<file path="src/rtl/uart_rx_if.sv">
// Host-side receive interface: one-entry holding register with valid/ack
// handshake and per-byte status.
interface uart_rx_if;
    logic [7:0] rx_data;
    logic       rx_valid;
    logic       rx_ack;
    logic       parity_err;
    logic       frame_err;
    logic       overrun;

    // Receiver side: presents the byte and its status, takes the ack.
    modport master (
        output rx_data,
        output rx_valid,
        output parity_err,
        output frame_err,
        output overrun,
        input  rx_ack
    );

    // Consumer side: reads the byte and status, returns the ack.
    modport slave (
        input  rx_data,
        input  rx_valid,
        input  parity_err,
        input  frame_err,
        input  overrun,
        output rx_ack
    );
endinterface

</file>
<file path="src/rtl/uart_rx.sv">
// UART receiver: start bit, 8 data bits LSB-first, parity bit, 1 or 2 stop
// bits. Each bit is sampled once at its centre. The received byte and its
// status land in a one-entry holding register with a valid/ack handshake.
module uart_rx #(
    parameter int unsigned BAUD_DIVISOR = 868,
    parameter int unsigned SYNC_STAGES  = 2
) (
    input  logic     clk,
    input  logic     rst_n,
    input  logic     Rx_in,
    input  logic     Rx_en,
    input  logic     Two_stop,
    input  logic     Odd_parity,
    uart_rx_if.master rx_bus
);

    // Counter reloads: a full bit period, and half a bit to land on the
    // centre of the start bit.
    localparam logic [13:0] BAUD_RELOAD = 14'(BAUD_DIVISOR - 1);
    localparam logic [13:0] HALF_RELOAD = 14'((BAUD_DIVISOR / 2) - 1);

    typedef enum logic [2:0] {
        IDLE   = 3'd0,
        START  = 3'd1,
        DATA   = 3'd2,
        PARITY = 3'd3,
        STOP1  = 3'd4,
        STOP2  = 3'd5
    } state_t;

    // Parity mismatch: data XOR received parity bit XOR odd-mode flag is 1
    // exactly when the received parity bit is wrong.
    function automatic logic parity_mismatch(input logic [7:0] data,
                                             input logic       pbit,
                                             input logic       odd);
        return (^data) ^ pbit ^ odd;
    endfunction

    state_t           state_r;
    state_t           state_nxt_s;

    logic [SYNC_STAGES-1:0] sync_r;
    logic             prev_r;
    logic             line_s;
    logic             fall_s;

    logic [13:0]      cnt_r;
    logic             sample_s;
    logic [2:0]       bit_cnt_r;
    logic [7:0]       shift_r;
    logic             two_stop_r;
    logic             odd_r;
    logic             perr_r;
    logic             ferr_r;

    logic             start_s;
    logic             start_ok_s;
    logic             shift_en_s;
    logic             parity_en_s;
    logic             stop1_en_s;
    logic             complete_s;
    logic             ferr_fin_s;

    logic [7:0]       rx_data_r;
    logic             rx_valid_r;
    logic             parity_err_r;
    logic             frame_err_r;
    logic             overrun_r;

    assign line_s   = sync_r[SYNC_STAGES-1];
    assign fall_s   = prev_r & ~line_s;
    assign sample_s = (state_r != IDLE) && (cnt_r == 14'd0);

    // Metastability synchroniser for Rx_in plus one flop for edge detection.
    always_ff @(posedge clk or negedge rst_n) begin
        if (!rst_n) begin
            sync_r <= '1;
            prev_r <= 1'b1;
        end else begin
            sync_r <= {sync_r[SYNC_STAGES-2:0], Rx_in};
            prev_r <= line_s;
        end
    end

    // FSM state register.
    always_ff @(posedge clk or negedge rst_n) begin
        if (!rst_n) begin
            state_r <= IDLE;
        end else begin
            state_r <= state_nxt_s;
        end
    end

    // FSM next-state logic: advance on each sample point.
    always_comb begin
        state_nxt_s = state_r;
        case (state_r)
            IDLE: begin
                if (fall_s && Rx_en) begin
                    state_nxt_s = START;
                end else begin
                    state_nxt_s = IDLE;
                end
            end
            START: begin
                if (sample_s) begin
                    state_nxt_s = line_s ? IDLE : DATA;
                end else begin
                    state_nxt_s = START;
                end
            end
            DATA: begin
                if (sample_s && (bit_cnt_r == 3'd7)) begin
                    state_nxt_s = PARITY;
                end else begin
                    state_nxt_s = DATA;
                end
            end
            PARITY: begin
                if (sample_s) begin
                    state_nxt_s = STOP1;
                end else begin
                    state_nxt_s = PARITY;
                end
            end
            STOP1: begin
                if (sample_s) begin
                    state_nxt_s = two_stop_r ? STOP2 : IDLE;
                end else begin
                    state_nxt_s = STOP1;
                end
            end
            STOP2: begin
                if (sample_s) begin
                    state_nxt_s = IDLE;
                end else begin
                    state_nxt_s = STOP2;
                end
            end
            default: begin
                state_nxt_s = IDLE;
            end
        endcase
    end

    // FSM outputs: one-cycle datapath strobes derived from state and sample.
    always_comb begin
        start_s     = 1'b0;
        start_ok_s  = 1'b0;
        shift_en_s  = 1'b0;
        parity_en_s = 1'b0;
        stop1_en_s  = 1'b0;
        complete_s  = 1'b0;
        ferr_fin_s  = ferr_r;
        case (state_r)
            IDLE: begin
                start_s = fall_s & Rx_en;
            end
            START: begin
                start_ok_s = sample_s & ~line_s;
            end
            DATA: begin
                shift_en_s = sample_s;
            end
            PARITY: begin
                parity_en_s = sample_s;
            end
            STOP1: begin
                stop1_en_s = sample_s;
                complete_s = sample_s & ~two_stop_r;
                ferr_fin_s = ~line_s;
            end
            STOP2: begin
                complete_s = sample_s;
                ferr_fin_s = ferr_r | ~line_s;
            end
            default: begin
                complete_s = 1'b0;
            end
        endcase
    end

    // Baud counter: half-bit load on start, then full-bit reloads at each
    // sample point; parked at zero while idle.
    always_ff @(posedge clk or negedge rst_n) begin
        if (!rst_n) begin
            cnt_r <= 14'd0;
        end else if (start_s) begin
            cnt_r <= HALF_RELOAD;
        end else if (state_r == IDLE) begin
            cnt_r <= 14'd0;
        end else if (cnt_r == 14'd0) begin
            cnt_r <= BAUD_RELOAD;
        end else begin
            cnt_r <= cnt_r - 14'd1;
        end
    end

    // Frame datapath: per-frame mode latch, bit counter, shift register and
    // running error bits.
    always_ff @(posedge clk or negedge rst_n) begin
        if (!rst_n) begin
            two_stop_r <= 1'b0;
            odd_r      <= 1'b0;
            bit_cnt_r  <= 3'd0;
            shift_r    <= 8'h00;
            perr_r     <= 1'b0;
            ferr_r     <= 1'b0;
        end else begin
            if (start_s) begin
                two_stop_r <= Two_stop;
                odd_r      <= Odd_parity;
            end else begin
                two_stop_r <= two_stop_r;
                odd_r      <= odd_r;
            end
            if (start_ok_s) begin
                bit_cnt_r <= 3'd0;
            end else if (shift_en_s) begin
                bit_cnt_r <= bit_cnt_r + 3'd1;
            end else begin
                bit_cnt_r <= bit_cnt_r;
            end
            if (shift_en_s) begin
                shift_r <= {line_s, shift_r[7:1]};
            end else begin
                shift_r <= shift_r;
            end
            if (parity_en_s) begin
                perr_r <= parity_mismatch(shift_r, line_s, odd_r);
            end else begin
                perr_r <= perr_r;
            end
            if (stop1_en_s) begin
                ferr_r <= ~line_s;
            end else begin
                ferr_r <= ferr_r;
            end
        end
    end

    // Holding register: load on completion (flagging overrun if the previous
    // byte was never taken), clear on ack.
    always_ff @(posedge clk or negedge rst_n) begin
        if (!rst_n) begin
            rx_data_r    <= 8'h00;
            rx_valid_r   <= 1'b0;
            parity_err_r <= 1'b0;
            frame_err_r  <= 1'b0;
            overrun_r    <= 1'b0;
        end else if (complete_s) begin
            rx_data_r    <= shift_r;
            rx_valid_r   <= 1'b1;
            parity_err_r <= perr_r;
            frame_err_r  <= ferr_fin_s;
            if (rx_valid_r && !rx_bus.rx_ack) begin
                overrun_r <= 1'b1;
            end else if (rx_bus.rx_ack) begin
                overrun_r <= 1'b0;
            end else begin
                overrun_r <= overrun_r;
            end
        end else if (rx_bus.rx_ack && rx_valid_r) begin
            rx_data_r    <= rx_data_r;
            rx_valid_r   <= 1'b0;
            parity_err_r <= 1'b0;
            frame_err_r  <= 1'b0;
            overrun_r    <= 1'b0;
        end else begin
            rx_data_r    <= rx_data_r;
            rx_valid_r   <= rx_valid_r;
            parity_err_r <= parity_err_r;
            frame_err_r  <= frame_err_r;
            overrun_r    <= overrun_r;
        end
    end

    assign rx_bus.rx_data    = rx_data_r;
    assign rx_bus.rx_valid   = rx_valid_r;
    assign rx_bus.parity_err = parity_err_r;
    assign rx_bus.frame_err  = frame_err_r;
    assign rx_bus.overrun    = overrun_r;

endmodule

</file>
<file path="src/flat_wrapper.sv">
// flat-port wrapper written by rule: the top's interface ports become plain ports
module uart_rx_flat 
#(
    parameter int unsigned BAUD_DIVISOR = 868,
    parameter int unsigned SYNC_STAGES  = 2
)
  (clk, rst_n, Rx_in, Rx_en, Two_stop, Odd_parity, rx_bus_rx_data, rx_bus_rx_valid, rx_bus_parity_err, rx_bus_frame_err, rx_bus_overrun, rx_bus_rx_ack);
  uart_rx_if rx_bus_i ();
  input  logic clk;
  input  logic rst_n;
  input  logic Rx_in;
  input  logic Rx_en;
  input  logic Two_stop;
  input  logic Odd_parity;
  output wire logic [$bits(rx_bus_i.rx_data)-1:0] rx_bus_rx_data;
  output wire logic [$bits(rx_bus_i.rx_valid)-1:0] rx_bus_rx_valid;
  output wire logic [$bits(rx_bus_i.parity_err)-1:0] rx_bus_parity_err;
  output wire logic [$bits(rx_bus_i.frame_err)-1:0] rx_bus_frame_err;
  output wire logic [$bits(rx_bus_i.overrun)-1:0] rx_bus_overrun;
  input wire logic [$bits(rx_bus_i.rx_ack)-1:0] rx_bus_rx_ack;
  assign rx_bus_rx_data = rx_bus_i.rx_data;
  assign rx_bus_rx_valid = rx_bus_i.rx_valid;
  assign rx_bus_parity_err = rx_bus_i.parity_err;
  assign rx_bus_frame_err = rx_bus_i.frame_err;
  assign rx_bus_overrun = rx_bus_i.overrun;
  assign rx_bus_i.rx_ack = rx_bus_rx_ack;
  uart_rx #(.BAUD_DIVISOR(BAUD_DIVISOR), .SYNC_STAGES(SYNC_STAGES)) u_core (.clk(clk), .rst_n(rst_n), .Rx_in(Rx_in), .Rx_en(Rx_en), .Two_stop(Two_stop), .Odd_parity(Odd_parity), .rx_bus(rx_bus_i));
endmodule
</file>
<file path="config.mk">
export PLATFORM = sky130hd
export DESIGN_NAME = uart_rx_flat
export DESIGN_NICKNAME = d
export VERILOG_FILES = /design/src/rtl/uart_rx_if.sv /design/src/rtl/uart_rx.sv /design/src/flat_wrapper.sv
export SDC_FILE = /design/constraint.sdc
export NUM_CORES = 1
export LEC_CHECK = 0
export CORE_MARGIN = 2
export CORE_UTILIZATION = 60
export CTS_CLUSTER_SIZE = 8
export DETAILED_ROUTE_END_ITERATION = 12
export PLACE_DENSITY_LB_ADDON = 0.15
export RECOVER_POWER = 100
export SLEW_MARGIN = 5
export SYNTH_ARGS = -nofsm -noshare
export SYNTH_HDL_FRONTEND = slang
export SYNTH_SLANG_ARGS = --single-unit
</file>
<file path="constraint.sdc">
create_clock -name clk -period 5.5 [get_ports clk]
set_input_delay 1.65 -clock clk [delete_from_list [all_inputs] [get_ports clk]]
set_output_delay 1.65 -clock clk [all_outputs]
set_load 0.01 [all_outputs]
</file>
[Word level (Yosys, flattened, before mapping)]
Index checks and enable logic that the tools add are counted.
Storage, ports and cells
  bits in registers: 47
  logic and storage cells: 74
  bits of input ports: 7
  output and inout bits: 12
Operators by class
  reduce and logical (&&, ||, !) cells: 13
  bitwise logic cells: 9
  muxes and demuxes: 28
  equality and inequality tests: 7
  add/subtract/negate cells: 2
Operators by type and width (count)
  $mux W14: 3
  $mux W3: 7
  $pmux W3 S6: 1
  $logic_not A14 Y1: 1
  $mux W1: 14
  $sub A14 B1 Y14 const B: 1
  $eq A3 B3 Y1 const B: 3
  $reduce_xor A8 Y1: 1
  $eq A3 B2 Y1 const B: 2
  $logic_and A1 B1 Y1: 5
  $and A1 B1 Y1: 4
  $pmux W1 S2: 2
  $reduce_bool A2 Y1: 2
  $add A3 B1 Y3 const B: 1
  $eq A3 B1 Y1 const B: 1
  $logic_not A3 Y1: 1
  $ne A3 B3 Y1 const B: 1
  $reduce_bool A3 Y1: 1
  $mux W2: 1
  $not A1 Y1: 2
  $reduce_and A2 Y1: 1
  $xor A1 B1 Y1: 2
  $logic_not A1 Y1: 1
  $or A1 B1 Y1: 1

[Logic depth before layout (Yosys ltp)]
  depth in word-level cells: 6
  gate-level depth with buffers: 7
  mapped depth without buffers: 6

[Worst setup path before layout]
No wires, ideal clock.
  kind: input to register
  start: in Rx_en
  end: reg u_core.odd_r
  required time: 5.375 ns
  cell stages on the path: 4
  slack: 3.179 ns
  buffers on the path: 0
  library setup time: 0.125 ns
  data arrival time: 2.196 ns
  path through: nand2_1 -> nor2_1 -> nand2_1 -> mux2_2
Between the ends
  longest elaborated chain between the ends: 2
Ends and longest elaborated chain
  start, declared: RTL line flat_wrapper.sv:12  | input logic Rx_en;
  $and A1 B1 Y1: RTL line uart_rx.sv:157  | start_s = fall_s & Rx_en;
  $mux W1: RTL line uart_rx.sv:155  | case (state_r)
  end signal, assigned: RTL line uart_rx.sv:212  | odd_r <= Odd_parity;
  end signal, assigned: RTL line uart_rx.sv:215  | odd_r <= odd_r;
  end, declared: RTL line uart_rx.sv:52  | logic odd_r;
No other way between the ends.
A chain may end at the register's enable or synchronous reset.

==> flow_summary.json <==
{
  "combPwrFrac_pct": 2.1,
  "period_share_pct": 63.5,
  "fmax_mhz": 286,
  "htreeDepth": 2,
  "syn_nets": 208,
  "max_slew.worst_pin.slew_ps": 2460,
  "worstPathRequired_ps": 5400,
  "final_area_mm2": 0.00253,
  "cp_top_family": "buffers and inverters",
  "synth_common_cells": "44 x dfrtp_1, 18 x mux2_2, 14 x nand2_1",
  "syn_to_final_growth_pct": 12.9,
  "rrSetupSlack_ps": 2630,
  "grt_max_degree": 48,
  "critPathArrivalTime_ps": 3390,
  "violations": "max-capacitance violations, max-slew violations",
  "power_switching_uw": 126,
  "ant_nets": 0,
  "io_buffers": 18,
  "routed_wl_mm": 4.20,
  "fin_crit_ps": 3490,
  "p_per_area_mw_per_mm2": 229,
  "clock_power_share_pct": 37.8,
  "cts_resized": 0,
  "dieArea_mm2": 0.00424,
  "antennaDiodeCount": 0,
  "synth-edff-count": 0,
  "hold_buffers": 0,
  "die_w_um": 65.1,
  "drc": 0,
  "min_path_type": "flop to flop",
  "ys_ff_latch": 47,
  "hold_violations": 0,
  "p_int_uw": 454,
  "crit_chain": "clkbuf_1",
  "cp-start-kind": "input pin",
  "critPathKind": "input pin to async pin",
  "first_pass_iters": 4,
  "yosysUniqueCellTypes": 46,
  "slew_violations": 48,
  "drive_above_1_share_pct": 14.2,
  "p_sw_share_pct": 21.7,
  "ys_async_sr_fraction_pct": 100,
  "rsz0062_at_grt": "no",
  "postSynthCellCount": 197,
  "insertion_delay_ps": 300,
  "maxSlewHeadroom_pct": -63.8,
  "yosysSeqAreaShare_pct": 52.7,
  "tritoncts": "done",
  "start_util_pct": 61.6,
  "grt_pass1_wl_mm": 7.47,
  "p_seq_share_pct": 60.0,
  "totalPowerFinal_uw": 580,
  "layout.nets": 228,
  "synth_top_area_cell": "dfrtp_1",
  "cts_root_buf": "clkbuf_8",
  "worst_path_largest_cell_delay_ps": 1710,
  "grt_usage_pct": 23.2,
  "vdd_drop_max_uv": 169,
  "num_rows": 22,
  "io_pins": 19,
  "grt_pass1_vias": 1638,
  "avgRoutedWirePerCell_um": 15.8,
  "cts_buffer_depth": 2,
  "outcome": "complete, but fails checks",
  "yosysMostFrequentCell": "dfrtp_1",
  "dp_cells": 258,
  "synth.top_cell.area_share_pct": 49.2,
  "synth_warnings": 0,
  "synthTopCellsByArea": "dfrtp_1 49%, mux2_2 9.1%, xnor2_1 3.9%, dfstp_2 3.5%, a21oi_1 2.9%",
  "gp_congestion": 0.862,
  "place_area_mm2": 0.00246,
  "post-route-util_pct": 69.6,
  "cts.sinks": 47,
  "power_leakage_nw": 1.17,
  "cap_violations": 1,
  "tns_ps": 0,
  "end_kind": "async pin",
  "routed_via_density": 5.88,
  "coreArea_mm2": 0.00363,
  "antenna_found_initial": 0,
  "grt_remaining_overflow": 0,
  "vias": 1563,
  "instances_no_fill": 266,
  "syn-cell-area_mm2": 0.00224,
  "crit_buf_inv": 1,
  "critPathSlowestCell": "clkbuf_1",
  "path_clk_slew_ps": 80,
  "skew_ps": 6.19,
  "cts_buffers": 5,
  "path_max_fanout": 47,
  "finalSetupViolCount": 0,
  "drtIter0Drc": 110,
  "ys.flop_type": "dfrtp_1",
  "avgSynthCellArea_um2": 11.4,
  "postCtsSetupBuffers": 0,
  "die_y_um": 65.1,
  "dpl.hpwl_mm": 3.04
}
sequential cells by signal (all words and copies together) (netlist names), 2 cells and up:
name / cells
u_core.bit_cnt_r: 3
u_core.cnt_r: 14
u_core.state_r: 3
u_core.rx_bus.rx_data: 8
u_core.shift_r: 8
u_core.sync_r: 2
final cells by class:
cell class	instances	area, um2
clock inverters	2	16.3
well taps	48	60.1
fillers	292	1100
repair buffers	19	178
inverters	7	26.3
clock buffers	6	82.6
multi-input cells	137	986
flip-flops and latches	47	1180
layer usage:
metal  GRT usage [%]  vias up  wire, um
li1                -      750         -
met1            30.6      767      1910
met2            37.1       36      2030
met3            5.48       10       152
met4            9.90        0       103
met5               0        -         0
final timing paths:
kind,cells past startpoint,endpoint,start
worst max register to register,4,u_core.shift_r[7]$_DFFE_PN0P_,u_core.cnt_r[6]$_DFF_PN0_
max in group clk,1,rx_bus_overrun,u_core.rx_bus.overrun$_DFFE_PN0P_
worst max-delay path,1,u_core.shift_r[7]$_DFFE_PN0P_,rst_n
min in group asynchronous,1,u_core.cnt_r[9]$_DFF_PN0_,rst_n
worst min register to register,0,u_core.sync_r[1]$_DFF_PN1_,u_core.sync_r[0]$_DFF_PN1_
worst min-delay path,0,u_core.sync_r[1]$_DFF_PN1_,u_core.sync_r[0]$_DFF_PN1_
metrics by stage:
stage	setup WS, ps	hold slack, ps
floorplan	3180	345
global placement	2630	345
detailed placement	2580	347
CTS	2620	360
global route	1480	374
finish	2010	366
cell usage in the layout, fill, tap and decap left out, types with 2 or more instances in the layout:
| cell | netlist | final |
|---|---|---|
| clkbuf_8 | 0 | 6 |
| or4_1 | 2 | 3 |
| nand3_1 | 3 | 3 |
| a21oi_1 | 13 | 13 |
| dfrtp_1 | 44 | 44 |
| nand4_1 | 5 | 5 |
| nor2_1 | 11 | 11 |
| nand2_1 | 14 | 14 |
| nor3_1 | 5 | 7 |
| mux2i_1 | 2 | 2 |
| xnor2_1 | 10 | 10 |
| and3_1 | 2 | 2 |
| ha_1 | 4 | 4 |
| dfstp_2 | 3 | 2 |
| clkbuf_1 | 4 | 2 |
| mux2_2 | 18 | 18 |
| o31ai_1 | 8 | 8 |
| nor2b_1 | 4 | 4 |
| inv_1 | 7 | 7 |
| nor4_1 | 2 | 2 |
| o22ai_1 | 2 | 2 |
| clkdlybuf4s50_1 | 0 | 3 |
| dlygate4sd3_1 | 0 | 14 |
| xor2_1 | 5 | 5 |
| o21ai_0 | 4 | 5 |
| or3_1 | 2 | 2 |
power groups by stage:
stage / Clock [mW] / Sequential [mW] / Combinational, mW
2_1_floorplan: 0 / 0.355 / 0.00208
3_3_place_gp: 0 / 0.355 / 0.0131
3_5_place_dp: 0 / 0.355 / 0.0134
4_1_cts: 0.223 / 0.348 / 0.0135
5_1_grt: 0.237 / 0.349 / 0.0145
6_report: 0.219 / 0.348 / 0.0125
cell families after synthesis:
logic type               count (synthesis)  share of synthesized area, %
XOR/XNOR                                16                          6.87
multiplexers                            21                          10.6
buffers and inverters                   13                          2.23
AND/OR/NAND/NOR                         61                          15.6
AO/OA/AOI/OAI                           35                          9.78
adder cells (fa/ha/maj)                  4                          2.23
flip-flops                              47                          52.7
Note: power is estimated with default switching activity, not from simulation.
